`config.mk`:
```
export PLATFORM = sky130hd
export DESIGN_NAME = im_loader
export DESIGN_NICKNAME = d
export VERILOG_FILES = /design/src/rtl/im_loader_pkg.sv /design/src/rtl/byte_word_packer.sv /design/src/rtl/im_loader.sv
export SDC_FILE = /design/constraint.sdc
export NUM_CORES = 1
export LEC_CHECK = 0
export ABC_AREA = 1
export CORE_ASPECT_RATIO = 0.75
export CORE_UTILIZATION = 54
export DETAILED_ROUTE_END_ITERATION = 12
export GPL_ROUTABILITY_DRIVEN = 0
export PLACE_DENSITY = 0.82
export REMOVE_ABC_BUFFERS = 1
export SYNTH_ARGS = -nofsm -noshare
export SYNTH_HDL_FRONTEND = slang
export SYNTH_HIERARCHICAL = 1
export SYNTH_SLANG_ARGS = --single-unit
```
`constraint.sdc`:
```
create_clock -name clk -period 2.52 [get_ports clk]
set_input_delay 0.378 -clock clk [delete_from_list [all_inputs] [get_ports clk]]
set_output_delay 0.378 -clock clk [all_outputs]
set_load 0.05 [all_outputs]
```
`src/rtl/im_loader_pkg.sv`:
```
// im_loader_pkg: shared definitions for the instruction-memory boot loader.
//   state_t        - loader FSM states (3-bit encoding)
//   HDR_W          - width of the big-endian word-count header
//   BYTES_PER_WORD - stream bytes per instruction word
package im_loader_pkg;

    typedef enum logic [2:0] {
        ST_IDLE,
        ST_HDR_HI,
        ST_HDR_LO,
        ST_PAYLOAD,
        ST_CHECK,
        ST_ZFILL,
        ST_DONE,
        ST_ERR
    } state_t;

    localparam int unsigned HDR_W          = 16;
    localparam int unsigned BYTES_PER_WORD = 4;

endpackage

```
`src/rtl/byte_word_packer.sv`:
```
// byte_word_packer: collects stream bytes into little-endian words.
// Ports:
//   clk, reset_n  - clock, asynchronous active-low reset
//   clear_i       - restart packing at byte 0 (new frame)
//   byte_valid_i  - a payload byte is accepted this cycle
//   byte_i        - the accepted byte
//   word_o        - assembled word, meaningful when word_valid_o = 1
//   word_valid_o  - this cycle's byte completes a word
import im_loader_pkg::*;

module byte_word_packer #(
    parameter int unsigned DATA_W = 32
) (
    input  logic              clk,
    input  logic              reset_n,
    input  logic              clear_i,
    input  logic              byte_valid_i,
    input  logic [7:0]        byte_i,
    output logic [DATA_W-1:0] word_o,
    output logic              word_valid_o
);

    logic [1:0]        cnt_q, cnt_d;
    logic [DATA_W-1:0] sh_q, sh_d;

    // Bytes enter at the top and shift down, so the first byte of a word
    // ends in [7:0]. The completed word is presented combinationally on
    // the 4th byte; the top registers it into the write port.
    always_comb begin
        cnt_d        = cnt_q;
        sh_d         = sh_q;
        word_valid_o = 1'b0;
        word_o       = {byte_i, sh_q[DATA_W-1:8]};
        if (clear_i) begin
            cnt_d = '0;
        end else if (byte_valid_i) begin
            sh_d         = word_o;
            cnt_d        = cnt_q + 2'd1;
            word_valid_o = (cnt_q == 2'(BYTES_PER_WORD - 1));
        end
    end

    always_ff @(posedge clk or negedge reset_n) begin
        if (!reset_n) begin
            cnt_q <= '0;
            sh_q  <= '0;
        end else begin
            cnt_q <= cnt_d;
            sh_q  <= sh_d;
        end
    end

endmodule

```
`src/rtl/im_loader.sv`:
```
// im_loader: boot-time writer for the instruction memory. Parses a framed
// byte stream (16-bit BE word count, N LE words, XOR checksum byte), writes
// the words, zero-fills the rest of memory and holds the CPU in reset
// while doing so.
// Ports:
//   clk, reset_n        - clock, asynchronous active-low reset
//   start               - begin a load (honoured in IDLE/DONE/ERR only)
//   in_valid, in_data   - byte stream in; in_ready - loader accepts byte
//   wr_en, wr_addr,     - instruction memory write port (byte address,
//   wr_data               word aligned)
//   cpu_hold            - hold processor in reset
//   done, error         - load succeeded / header or checksum failure
import im_loader_pkg::*;

module im_loader #(
    parameter int unsigned DEPTH  = 64,
    parameter int unsigned DATA_W = 32
) (
    input  logic              clk,
    input  logic              reset_n,
    input  logic              start,
    input  logic              in_valid,
    input  logic [7:0]        in_data,
    output logic              in_ready,
    output logic              wr_en,
    output logic [31:0]       wr_addr,
    output logic [DATA_W-1:0] wr_data,
    output logic              cpu_hold,
    output logic              done,
    output logic              error
);

    localparam int unsigned IDX_W = $clog2(DEPTH + 1);

    state_t             state_q, state_d;
    logic [HDR_W-1:0]   n_q, n_d;
    logic [IDX_W-1:0]   idx_q, idx_d;
    logic [7:0]         csum_q, csum_d;

    logic               in_ready_q, in_ready_d;
    logic               wr_en_q, wr_en_d;
    logic [31:0]        wr_addr_q, wr_addr_d;
    logic [DATA_W-1:0]  wr_data_q, wr_data_d;
    logic               cpu_hold_q, cpu_hold_d;
    logic               done_q, done_d;
    logic               error_q, error_d;

    logic               accept;
    logic               start_ok;
    logic [HDR_W-1:0]   n_full;
    logic [HDR_W-1:0]   idx_ext;
    logic [DATA_W-1:0]  pk_word;
    logic               pk_valid;

    assign accept   = in_valid && in_ready_q;
    assign start_ok = start && (state_q inside {ST_IDLE, ST_DONE, ST_ERR});
    assign n_full   = {n_q[HDR_W-1:8], in_data};
    assign idx_ext  = HDR_W'(idx_q);

    byte_word_packer #(.DATA_W(DATA_W)) u_packer (
        .clk          (clk),
        .reset_n      (reset_n),
        .clear_i      (start_ok),
        .byte_valid_i (accept && (state_q == ST_PAYLOAD)),
        .byte_i       (in_data),
        .word_o       (pk_word),
        .word_valid_o (pk_valid)
    );

    always_comb begin
        state_d   = state_q;
        n_d       = n_q;
        idx_d     = idx_q;
        csum_d    = csum_q;
        wr_en_d   = 1'b0;
        wr_addr_d = wr_addr_q;
        wr_data_d = wr_data_q;

        case (state_q)
            ST_IDLE, ST_DONE, ST_ERR: begin
                if (start) begin
                    state_d = ST_HDR_HI;
                    n_d     = '0;
                    idx_d   = '0;
                    csum_d  = '0;
                end
            end
            ST_HDR_HI: begin
                if (accept) begin
                    n_d[HDR_W-1:8] = in_data;
                    csum_d         = csum_q ^ in_data;
                    state_d        = ST_HDR_LO;
                end
            end
            ST_HDR_LO: begin
                if (accept) begin
                    n_d    = n_full;
                    csum_d = csum_q ^ in_data;
                    if (n_full > HDR_W'(DEPTH))
                        state_d = ST_ERR;
                    else if (n_full == '0)
                        state_d = ST_CHECK;
                    else
                        state_d = ST_PAYLOAD;
                end
            end
            ST_PAYLOAD: begin
                if (accept) begin
                    csum_d = csum_q ^ in_data;
                    if (pk_valid) begin
                        wr_en_d   = 1'b1;
                        wr_addr_d = 32'(idx_q) << 2;
                        wr_data_d = pk_word;
                        idx_d     = idx_q + IDX_W'(1);
                        if (idx_ext + HDR_W'(1) == n_q)
                            state_d = ST_CHECK;
                    end
                end
            end
            ST_CHECK: begin
                if (accept) begin
                    if (in_data != csum_q)
                        state_d = ST_ERR;
                    else if (idx_ext == HDR_W'(DEPTH))
                        state_d = ST_DONE;
                    else
                        state_d = ST_ZFILL;
                end
            end
            ST_ZFILL: begin
                // One zero write per cycle; the extra cycle after the last
                // write lets done rise one cycle after that write.
                if (idx_ext < HDR_W'(DEPTH)) begin
                    wr_en_d   = 1'b1;
                    wr_addr_d = 32'(idx_q) << 2;
                    wr_data_d = '0;
                    idx_d     = idx_q + IDX_W'(1);
                end else begin
                    state_d = ST_DONE;
                end
            end
            default: state_d = ST_IDLE;
        endcase

        // Status outputs are registered copies of the next state.
        in_ready_d = state_d inside {ST_HDR_HI, ST_HDR_LO, ST_PAYLOAD, ST_CHECK};
        cpu_hold_d = !(state_d inside {ST_IDLE, ST_DONE});
        done_d     = (state_d == ST_DONE);
        error_d    = (state_d == ST_ERR);
    end

    always_ff @(posedge clk or negedge reset_n) begin
        if (!reset_n) begin
            state_q    <= ST_IDLE;
            n_q        <= '0;
            idx_q      <= '0;
            csum_q     <= '0;
            in_ready_q <= 1'b0;
            wr_en_q    <= 1'b0;
            wr_addr_q  <= '0;
            wr_data_q  <= '0;
            cpu_hold_q <= 1'b0;
            done_q     <= 1'b0;
            error_q    <= 1'b0;
        end else begin
            state_q    <= state_d;
            n_q        <= n_d;
            idx_q      <= idx_d;
            csum_q     <= csum_d;
            in_ready_q <= in_ready_d;
            wr_en_q    <= wr_en_d;
            wr_addr_q  <= wr_addr_d;
            wr_data_q  <= wr_data_d;
            cpu_hold_q <= cpu_hold_d;
            done_q     <= done_d;
            error_q    <= error_d;
        end
    end

    assign in_ready = in_ready_q;
    assign wr_en    = wr_en_q;
    assign wr_addr  = wr_addr_q;
    assign wr_data  = wr_data_q;
    assign cpu_hold = cpu_hold_q;
    assign done     = done_q;
    assign error    = error_q;

endmodule

```
Word-level counts from Yosys, hierarchy flattened

Cells that the tools add are included.

Bits in registers: 137
Bits of input ports: 12
Word-level logic and storage cells: 112

Add/sub/neg operators: 3
Magnitude comparators: 2
Equal/unequal tests: 24
Mux-type cells: 42
Bitwise logic cells: 3
Reductions and logical operators: 24

Operators by type and width:

| operator                                                                          | number |
|---|---|
| 32-bit two-way mux                                                                | 6 |
| 32-bit case mux with 2 select lines                                               | 2 |
| 8-bit two-way mux                                                                 | 4 |
| 8-bit case mux with 2 select lines                                                | 2 |
| 3-bit two-way mux                                                                 | 10 |
| 7-bit two-way mux                                                                 | 4 |
| 8-bit case mux with 3 select lines                                                | 1 |
| 3-bit == test (second input constant)                                             | 7 |
| 7-bit case mux with 3 select lines                                                | 1 |
| 3-bit case mux with 6 select lines                                                | 1 |
| 8-bit by 16-bit == test with 1-bit output                                         | 1 |
| 16-bit by 7-bit greater-than comparator with 1-bit output (second input constant) | 1 |
| 16-bit zero test                                                                  | 1 |
| 16-bit two-way mux                                                                | 1 |
| 3-bit by 2-bit == test with 1-bit output (second input constant)                  | 4 |
| 2-bit inequality test (second input constant)                                     | 6 |
| 2-bit nonzero test                                                                | 6 |
| 7-bit by 1-bit adder with 8-bit output (second input constant)                    | 1 |
| 2-bit two-way mux                                                                 | 4 |
| 8-bit inequality test                                                             | 1 |
| 4-bit AND reduction                                                               | 2 |
| 8-bit bitwise XOR                                                                 | 1 |
| 7-bit by 1-bit adder with 7-bit output (second input constant)                    | 1 |
| 7-bit == test (second input constant)                                             | 1 |
| other kinds (17)                                                                  | 29 |

Logic depth before layout (Yosys ltp)

Gate-level depths: netlist of the first run.

Depth after elaboration: 10
Gate-level depth with buffers: 19
Mapped depth without buffers: 19

Modules after synthesis

The synthesis of the first run kept the hierarchy.

Modules (own cells, without submodules):

| module           | times used | cells an instance | area an instance (sq um) | sequential area each (sq um) |
|---|---|---|---|---|
| im_loader        | 1          | 511               | 4,056.4                  | 1,951.9 |
| byte_word_packer | 1          | 126               | 1,189.9                  | 650.6 |

Worst setup path after synthesis of the first run

No wires, ideal clock.

Path kind: flip-flop to flip-flop
From: register in_ready_q, in the netlist in_ready
To: register cpu_hold_q, in the netlist cpu_hold
Data arrival time: 2,427 ps
Setup slack: -25 ps
Stages on the path, launching flop included: 18
Path buffers: 2
Path through: dfrtp_1 -> nand2_2 -> nor3_2 -> buf_6 -> buf_12 -> nand2_2 -> nor2_1 -> nand2_1 -> nor2_1 -> nand3_1 -> nor3_2 -> nand3_1 -> nand2_2 -> nand2_1 -> nand2_2 -> nand2_1 -> nand2_1 -> nand2_1

Word-level cells in the longest chain between the ends: 10
Elaborated cells on any way between the ends: 14

Ends and longest elaborated chain:

| element                                                 | line                   | text |
|---|---|---|
| start, declared                                         | im_loader.sv:40        | `logic in_ready_q, in_ready_d;` |
| start signal, assigned                                  | im_loader.sv:170       | `in_ready_q <= in_ready_d;` |
| 1-bit logical AND *                                     | im_loader.sv:55        | `assign accept = in_valid && in_ready_q;` |
| 1-bit logical AND *                                     | im_loader.sv:64        | `.byte_valid_i (accept && (state_q == ST_PAYLOAD)),` |
| 1-bit two-way mux *                                     | byte_word_packer.sv:36 | `end else if (byte_valid_i) begin` |
| 1-bit two-way mux *                                     | byte_word_packer.sv:34 | `if (clear_i) begin` |
| net pk_valid                                            | im_loader.sv:53        | `logic pk_valid;` |
| 3-bit two-way mux *                                     | im_loader.sv:110       | `if (pk_valid) begin` |
| 3-bit two-way mux *                                     | im_loader.sv:108       | `if (accept) begin` |
| 3-bit case mux with 6 select lines *                    | im_loader.sv:79        | `case (state_q)` |
| 3-bit == test / 3-bit zero test (equally long branches) | im_loader.sv:147       | `cpu_hold_d = !(state_d inside {ST_IDLE, ST_DONE});` |
| 2-bit nonzero test *                                    | im_loader.sv:147       |  |
| 1-bit zero test *                                       | im_loader.sv:147       |  |
| net cpu_hold_d                                          | im_loader.sv:44        | `logic cpu_hold_q, cpu_hold_d;` |
| end signal, assigned                                    | im_loader.sv:174       | `cpu_hold_q <= cpu_hold_d;` |
| end, declared                                           | im_loader.sv:44        |  |

Mark *: on every way through the listed nets, which the timed path passes. The rest lies on a longest branch.
A chain may end at the register's enable or synchronous reset.

Worst setup path after layout of the first run

From: register state_q[2]
To: register cpu_hold_q, in the netlist cpu_hold

Word-level cells in the longest chain between the ends: 10
Elaborated cells on any way between the ends: 27

Ends and longest elaborated chain:

| element                                                 | line                   | text |
|---|---|---|
| start, declared                                         | im_loader.sv:35        | `state_t state_q, state_d;` |
| start signal, assigned                                  | im_loader.sv:166       | `state_q <= state_d;` |
| 3-bit == test / 3-bit zero test (equally long branches) | im_loader.sv:56        | `assign start_ok = start && (state_q inside {ST_IDLE, ST_DONE, ST_ERR});` |
| 3-bit nonzero test *                                    | im_loader.sv:56        |  |
| 1-bit logical AND *                                     | im_loader.sv:56        |  |
| net start_ok                                            | im_loader.sv:49        | `logic start_ok;` |
| 1-bit two-way mux *                                     | byte_word_packer.sv:34 |  |
| net pk_valid                                            | im_loader.sv:53        |  |
| 3-bit two-way mux *                                     | im_loader.sv:110       |  |
| 3-bit two-way mux *                                     | im_loader.sv:108       |  |
| 3-bit case mux with 6 select lines *                    | im_loader.sv:79        |  |
| 3-bit == test / 3-bit zero test (equally long branches) | im_loader.sv:147       |  |
| 2-bit nonzero test *                                    | im_loader.sv:147       |  |
| 1-bit zero test *                                       | im_loader.sv:147       |  |
| net cpu_hold_d                                          | im_loader.sv:44        |  |

Marks and branches as above.

==> results.py, run 1 <==
metrics = {
    "timing": {
        "maxSlewViolCount": 0,
        "clock.fmax_mhz": 443,
        "setup_viol": 0,
        "min_period_ps": 2260,
        "setup_ws_ps": 262,
        "worst_pin_slew_ps": 609,
        "hold_violations": 0,
        "post-route-period-util_pct": 89.6,
        "rsz0062_at_grt": "false",
        "slew_headroom_pct": 59.4,
        "fin_skew_ps": 5.55,
    },
    "critical_path": {
        "crit_type": "flip-flop to flip-flop",
        "slowest_delay_ps": 430,
        "cp-end-kind": "flip-flop",
        "path_buf_inv": 3,
        "arrival_ps": 2500,
        "startpoint_type": "flip-flop",
        "required_ps": 2770,
        "worst_path_max_delay_cell": "dfrtp_2",
        "path_cells": "inv_2 > nor2_4 > inv_2 > nand2_4 > nor2_2 > nand2_2 > inv_2 > nor2_4 > nand2_1 > nor2_1 > nand3_1 > nor3_2 > nand3_1 > nand2_2 > nand2_1 > nand2_2 > nand2_1 > nand2_1 > nand2_1",
        "path_delay_family": "simple AND/OR/NAND/NOR gates",
        "crit_top_cell": "nand2_1",
        "critPathMaxFanout": 4,
        "rrSetupSlack_ps": 260,
    },
    "clock_network": {
        "cts_tree": "yes",
        "insertion_delay_ps": 360,
        "cts-hold-fix-buffers": 0,
        "post_cts_resized": 0,
        "h-tree-depth": 3,
        "clk_pin_slew_ps": 70,
        "clock-sinks": 104,
        "cts_buffers": 9,
        "clk_path_buf_depth": 2,
        "cts-root-buf": "clkbuf_16",
        "cts_setup_buffers": 0,
    },
    "pwr": {
        "power.density_nw_per_um2": 1380,
        "peakVddDrop_mv": 0.867,
        "leakage_uw": 0.00306,
    },
    "floorplanning": {
        "rows": 30,
        "die-area_sq_um": 10100,
        "start_util_pct": 56.8,
        "die_w_um": 116,
        "fp.dieH_um": 87.4,
        "ios": 81,
        "design.core.area_sq_um": 9230,
    },
    "layout": {
        "n_antenna_cell": 0,
        "final_net_count": 701,
        "syn2layout_area_growth_pct": 16.0,
        "drive_above_1_share_pct": 11.3,
        "final_cell_mix": "nand2_1 (208), dfrtp_1 (102), nand3_1 (88)",
        "final_common_cell": "nand2_1",
        "fin_cells": 819,
    },
    "detailed_routing": {
        "ant_nets": 0,
        "drt-initial-drc-count": 351,
        "wire_per_inst_um": 13.9,
        "totalWireLength_mm": 11.4,
        "via_per_inst": 5.26,
        "drt_first_pass_iters": 5,
        "vias": 4306,
        "drc": 0,
    },
    "global_route": {
        "grt_pass1_vias": 4222,
        "antenna_found_initial": 0,
        "use_met1_pct": 34.3,
        "use_met2_pct": 39.8,
        "grt_util_met3_pct": 6.47,
        "grt_pass1_wl_mm": 19.7,
        "grt-busiest-layer": "met2",
        "gr-total-overflow": 0,
        "grt_start_max_net_pins": 57,
        "grt_usage_pct": 25.5,
    },
    "yosys": {
        "ys_types": 35,
        "syn_avg_cell_area_sq_um": 8.24,
        "syn_area_sq_um": 5250,
        "synth_warnings": 6,
        "syn-instance-count": 637,
        "synth-seq-cells": 104,
        "synth_seq_area_share_pct": 49.6,
    },
    "placement": {
        "dp_worst_setup_slack_ps": 52.2,
        "hpwl_mm": 7.81,
        "portBuffers": 55,
        "dp_cells": 803,
    },
    "run_status": {
        "status": "finished clean",
    },
    "run": {
        "max_cap_viol_count": 0,
    },
    "worst_hold_path": {
        "hp-class": "input port to asynchronous set/reset pin",
    },
}
cell usage after synthesis (all sizes together):
cell / number / share of area (%)
a211oi: 1 / 0.38
a21oi: 2 / 0.19
buf: 49 / 7.6
clkbuf: 6 / 0.62
conb: 1 / 0.071
dfrtp: 104 / 50
ha: 3 / 0.72
inv: 63 / 4.5
nand2: 216 / 16
nand3: 92 / 9.2
nand3b: 1 / 0.14
nand4: 13 / 1.8
nor2: 37 / 3.4
nor3: 5 / 1.1
o21a: 1 / 0.14
o21ai: 33 / 3.4
o21bai: 1 / 0.14
o22ai: 7 / 0.83
xor2: 2 / 0.33
report_power, final:
part / switching (uW) / total [uW] / internal (uW) / leakage [uW]
Combinational: 2880 / 4140 / 1260 / 0.00154
Sequential: 432 / 2770 / 2340 / 0.00137
Clock: 669 / 1460 / 793 / 0.000151
Total: 3980 / 8380 / 4400 / 0.00306
sequential cells by signal (all words and copies together), names as in the netlist, 2 cells and up:
signal          cells
wr_data            32
u_packer/sh_q      24
n_q                16
csum_q              8
idx_q               7
wr_addr             7
state_q             3
u_packer/cnt_q      2
cell families (layout without fill, tap and decap cells):
| logic type | after synthesis | in the layout | share of synthesized area (%) |
|---|---|---|---|
| AOI/OAI and AO/OA | 45 | 45 | 5.06 |
| xor gates and xnor gates | 2 | 2 | 0.334 |
| adders and majority gates | 3 | 3 | 0.716 |
| buffers and inverters | 118 | 148 | 12.7 |
| DFF | 104 | 104 | 49.6 |
| other | 1 | 25 | 0.0715 |
| and+or+nand+nor | 364 | 364 | 31.5 |
metrics by stage:
stage	power [uW]	util [%]	TNS (ps)	cell area (sq um)	hold slack [ps]
after floorplan	5570	-	-38520	4910	82.4
after global placement	6730	62.3	0	5750	431
after detailed placement	6890	62.3	0	5750	437
after CTS	8390	65.7	0	6070	51.2
after global routing	8960	65.9	0	6080	78.0
final	8380	65.9	0	6080	31.8
worst register-to-register path, delay by kind of cell (launching register included):
family | cells | cell delay (ps)
buffers and inverters | 3 | 220
DFF | 1 | 430
and+or+nand+nor | 16 | 1510
layout make-up:
cell class	count	area, sq um
Multi-Input combinational cell	439	2080
Timing Repair Buffer	69	678
Inverter	63	239
Sequential cell	104	2610
Clock buffer	9	225
Clock inverter	7	91.3
Tap cell	128	160
Fill cell	735	3150
layer usage:
layer  vias up  wire length [um]
li1       2072                 -
met1      2067              5090
met2       155              5460
met3        12               680
met4         0               145
met5         -                 0
final timing paths:
check	startpoint	to	depth (start not counted)
max	state_q[2]	cpu_hold	19
min	reset_n	wr_data[2]	1
max reg2reg	state_q[2]	cpu_hold	19
min reg2reg	u_packer/sh_q[8]	u_packer/sh_q[8]	2
max in group asynchronous	reset_n	state_q[1]	2
min in group clk	u_packer/sh_q[8]	u_packer/sh_q[8]	2
(Power assumes the default switching activity.)
==> inputs of run 2 (changes only) <==
- CORE_UTILIZATION: 54 -> 60
- DONT_BUFFER_PORTS: unset -> 1
- PLACE_DENSITY: 0.82 -> 0.78
==> run 2 against run 1 <==
  * The run now ends with negative hold slack left
  * Total power is 6.1% lower
  * Design area decreased by 9.6%
  * Worst hold slack worse by 320 ps
  * Routed wire length decreased by 5.3%
  * Count of clock-buffer cells in the layout up 2
  * Register-to-register slack lost 40 ps
  * Non-clock buffer count decreased by 56
  * Utilization fell by 0.82 points
  * Largest power group is now sequential cells
==> results.py, run 2 (synthesis gave the netlist of run 1 again) <==
metrics = {
    "clock_network": {
        "clock-sinks": 104,
        "h-tree-depth": 3,
        "cts_buffers": 9,
        "clk_pin_slew_ps": 70,
        "cts_tree": "yes",
        "insertion_delay_ps": 350,
        "cts-root-buf": "clkbuf_16",
        "clk_path_buf_depth": 2,
    },
    "critical_path": {
        "rr_worst_depth": 13,
        "startpoint_type": "flip-flop",
        "slowest_delay_ps": 450,
        "path_buf_inv": 4,
        "path_delay_family": "simple AND/OR/NAND/NOR gates",
        "cp.depth": 13,
        "arrival_ps": 2560,
        "worst_path_max_delay_cell": "dfrtp_2",
        "required_ps": 2790,
        "crit_top_cell": "inv_2",
        "crit_type": "flip-flop to flip-flop",
        "critPathMaxFanout": 28,
        "path_cells": "inv_2 > nor2_4 > inv_2 > nand2_4 > nor2_2 > nand2_2 > inv_2 > nor2_4 > nand2_1 > nand2_2 > inv_2 > nand2_1 > o22ai_1",
        "cp-end-kind": "flip-flop",
    },
    "timing": {
        "hold_violations": 104,
        "min_period_ps": 2300,
        "fin_skew_ps": 6.70,
        "clock.fmax_mhz": 435,
        "maxSlewViolCount": 0,
        "fin_hold_ws_ps": -284,
        "setup_ws_ps": 223,
        "setup_viol": 0,
        "slew_headroom_pct": 51.2,
        "post-route-period-util_pct": 91.2,
        "rsz0062_at_grt": "false",
        "finalSetupTns_ps": 0,
        "worst_pin_slew_ps": 730,
    },
    "layout": {
        "multiInputGateArea_sq_um": 2080,
        "n_antenna_cell": 0,
        "final_common_cell": "nand2_1",
        "num-fill-cells": 696,
        "final_net_count": 645,
        "largest_reg_flops": 32,
        "final_cell_mix": "nand2_1 (208), dfrtp_1 (101), nand3_1 (88)",
        "drive_above_1_share_pct": 12.3,
        "regArea_sq_um": 2610,
        "syn2layout_area_growth_pct": 4.84,
    },
    "detailed_routing": {
        "via_per_inst": 5.49,
        "drc": 0,
        "drt_first_pass_iters": 5,
        "totalWireLength_mm": 10.8,
        "ant_nets": 0,
        "drt-initial-drc-count": 285,
        "vias": 4081,
        "wire_per_inst_um": 14.5,
    },
    "floorplanning": {
        "fp.dieH_um": 83.0,
        "ios": 81,
        "die-area_sq_um": 9130,
        "design.core.area_sq_um": 8450,
        "rows": 29,
        "die_w_um": 110,
        "start_util_pct": 62.1,
    },
    "pwr": {
        "p_sw_uw": 3800,
        "leakage_uw": 0.00285,
        "power_frac_seq_pct": 47.9,
        "p_comb_share_pct": 32.3,
        "clock_power_share_pct": 19.8,
        "peakVddDrop_mv": 0.975,
        "power.density_nw_per_um2": 1430,
        "total_power_uw": 7870,
        "power.internal_uw": 4070,
        "swShare_pct": 48.3,
    },
    "run_status": {
        "status": "complete, but fails checks",
        "violations": "negative hold slack",
    },
    "worst_hold_path": {
        "hp-class": "input port to asynchronous set/reset pin",
    },
    "placement": {
        "portBuffers": 0,
        "hpwl_mm": 7.28,
        "dp_worst_setup_slack_ps": 124,
    },
    "run": {
        "max_cap_viol_count": 0,
    },
    "global_route": {
        "grt_pass1_vias": 3877,
        "grt_start_max_net_pins": 105,
        "grt_pass1_wl_mm": 18.3,
        "grt_usage_pct": 26.0,
        "gr-total-overflow": 0,
        "antenna_found_initial": 0,
    },
}
-- run 2: stage by stage --
stage                     utilization [%]  area, sq um  cells
after CTS                            64.3         5440    737
after global routing                 65.1         5500    743
after global placement               60.3         5100    721
after floorplan                         -         4910    606
final                                65.1         5500    743
after detailed placement             60.3         5100    721
-- run 2: area by class of cell --
type | instances | share of cell area (%)
Tap cell | 108 | 2.46
Timing Repair Buffer | 13 | 1.77
Clock inverter | 5 | 1.55
Multi-Input combinational cell | 439 | 37.9
Clock buffer | 11 | 4.60
Sequential cell | 104 | 47.4
Inverter | 63 | 4.34
-- run 2: path summary, 6_finish.rpt --
check | from | to | slack [ps]
hold reg to reg | u_packer/sh_q[8] | u_packer/sh_q[8] | 490
max in group asynchronous | reset_n | state_q[2] | 2670
min in group clk | in_data[3] | wr_data[27] | 160
hold / removal | reset_n | wr_data[19] | -280
setup / recovery | state_q[1] | idx_q[5] | 220
setup reg to reg | state_q[1] | idx_q[5] | 220
-- run 2: repair_timing --
action	CTS	global route
hold endpoints to repair	104	104
resized for setup	0	9
buffers inserted	0	6
endpoints found under the setup margin	0	12
-- run 2: power by group through the flow --
stage | Combinational [uW] | Clock (uW) | Sequential, uW
2_1_floorplan | 1860 | 0 | 3710
4_1_cts | 2440 | 1580 | 3770
5_1_grt | 2870 | 1650 | 3860
3_3_place_gp | 2320 | 0 | 3770
3_5_place_dp | 2420 | 0 | 3790
6_report | 2540 | 1560 | 3770
-- run 2: worst register-to-register path, stage by stage (launching register included) --
cell and delay, ps:
dfrtp_2 450, inv_2 100, nor2_4 40, inv_2 130, nand2_4 80, nor2_2 150, nand2_2 90, inv_2 100
nor2_4 40, nand2_1 70, nand2_2 60, inv_2 370, nand2_1 330, o22ai_1 200
-- run 2: routing by layer --
metal | vias to the layer above | track usage (%) | wire length (um)
li1 | 1958 | - | -
met1 | 1967 | 35.7 | 4740
met2 | 143 | 39.7 | 5020
met3 | 13 | 8.63 | 877
met4 | 0 | 6.91 | 132
met5 | - | 0 | 0
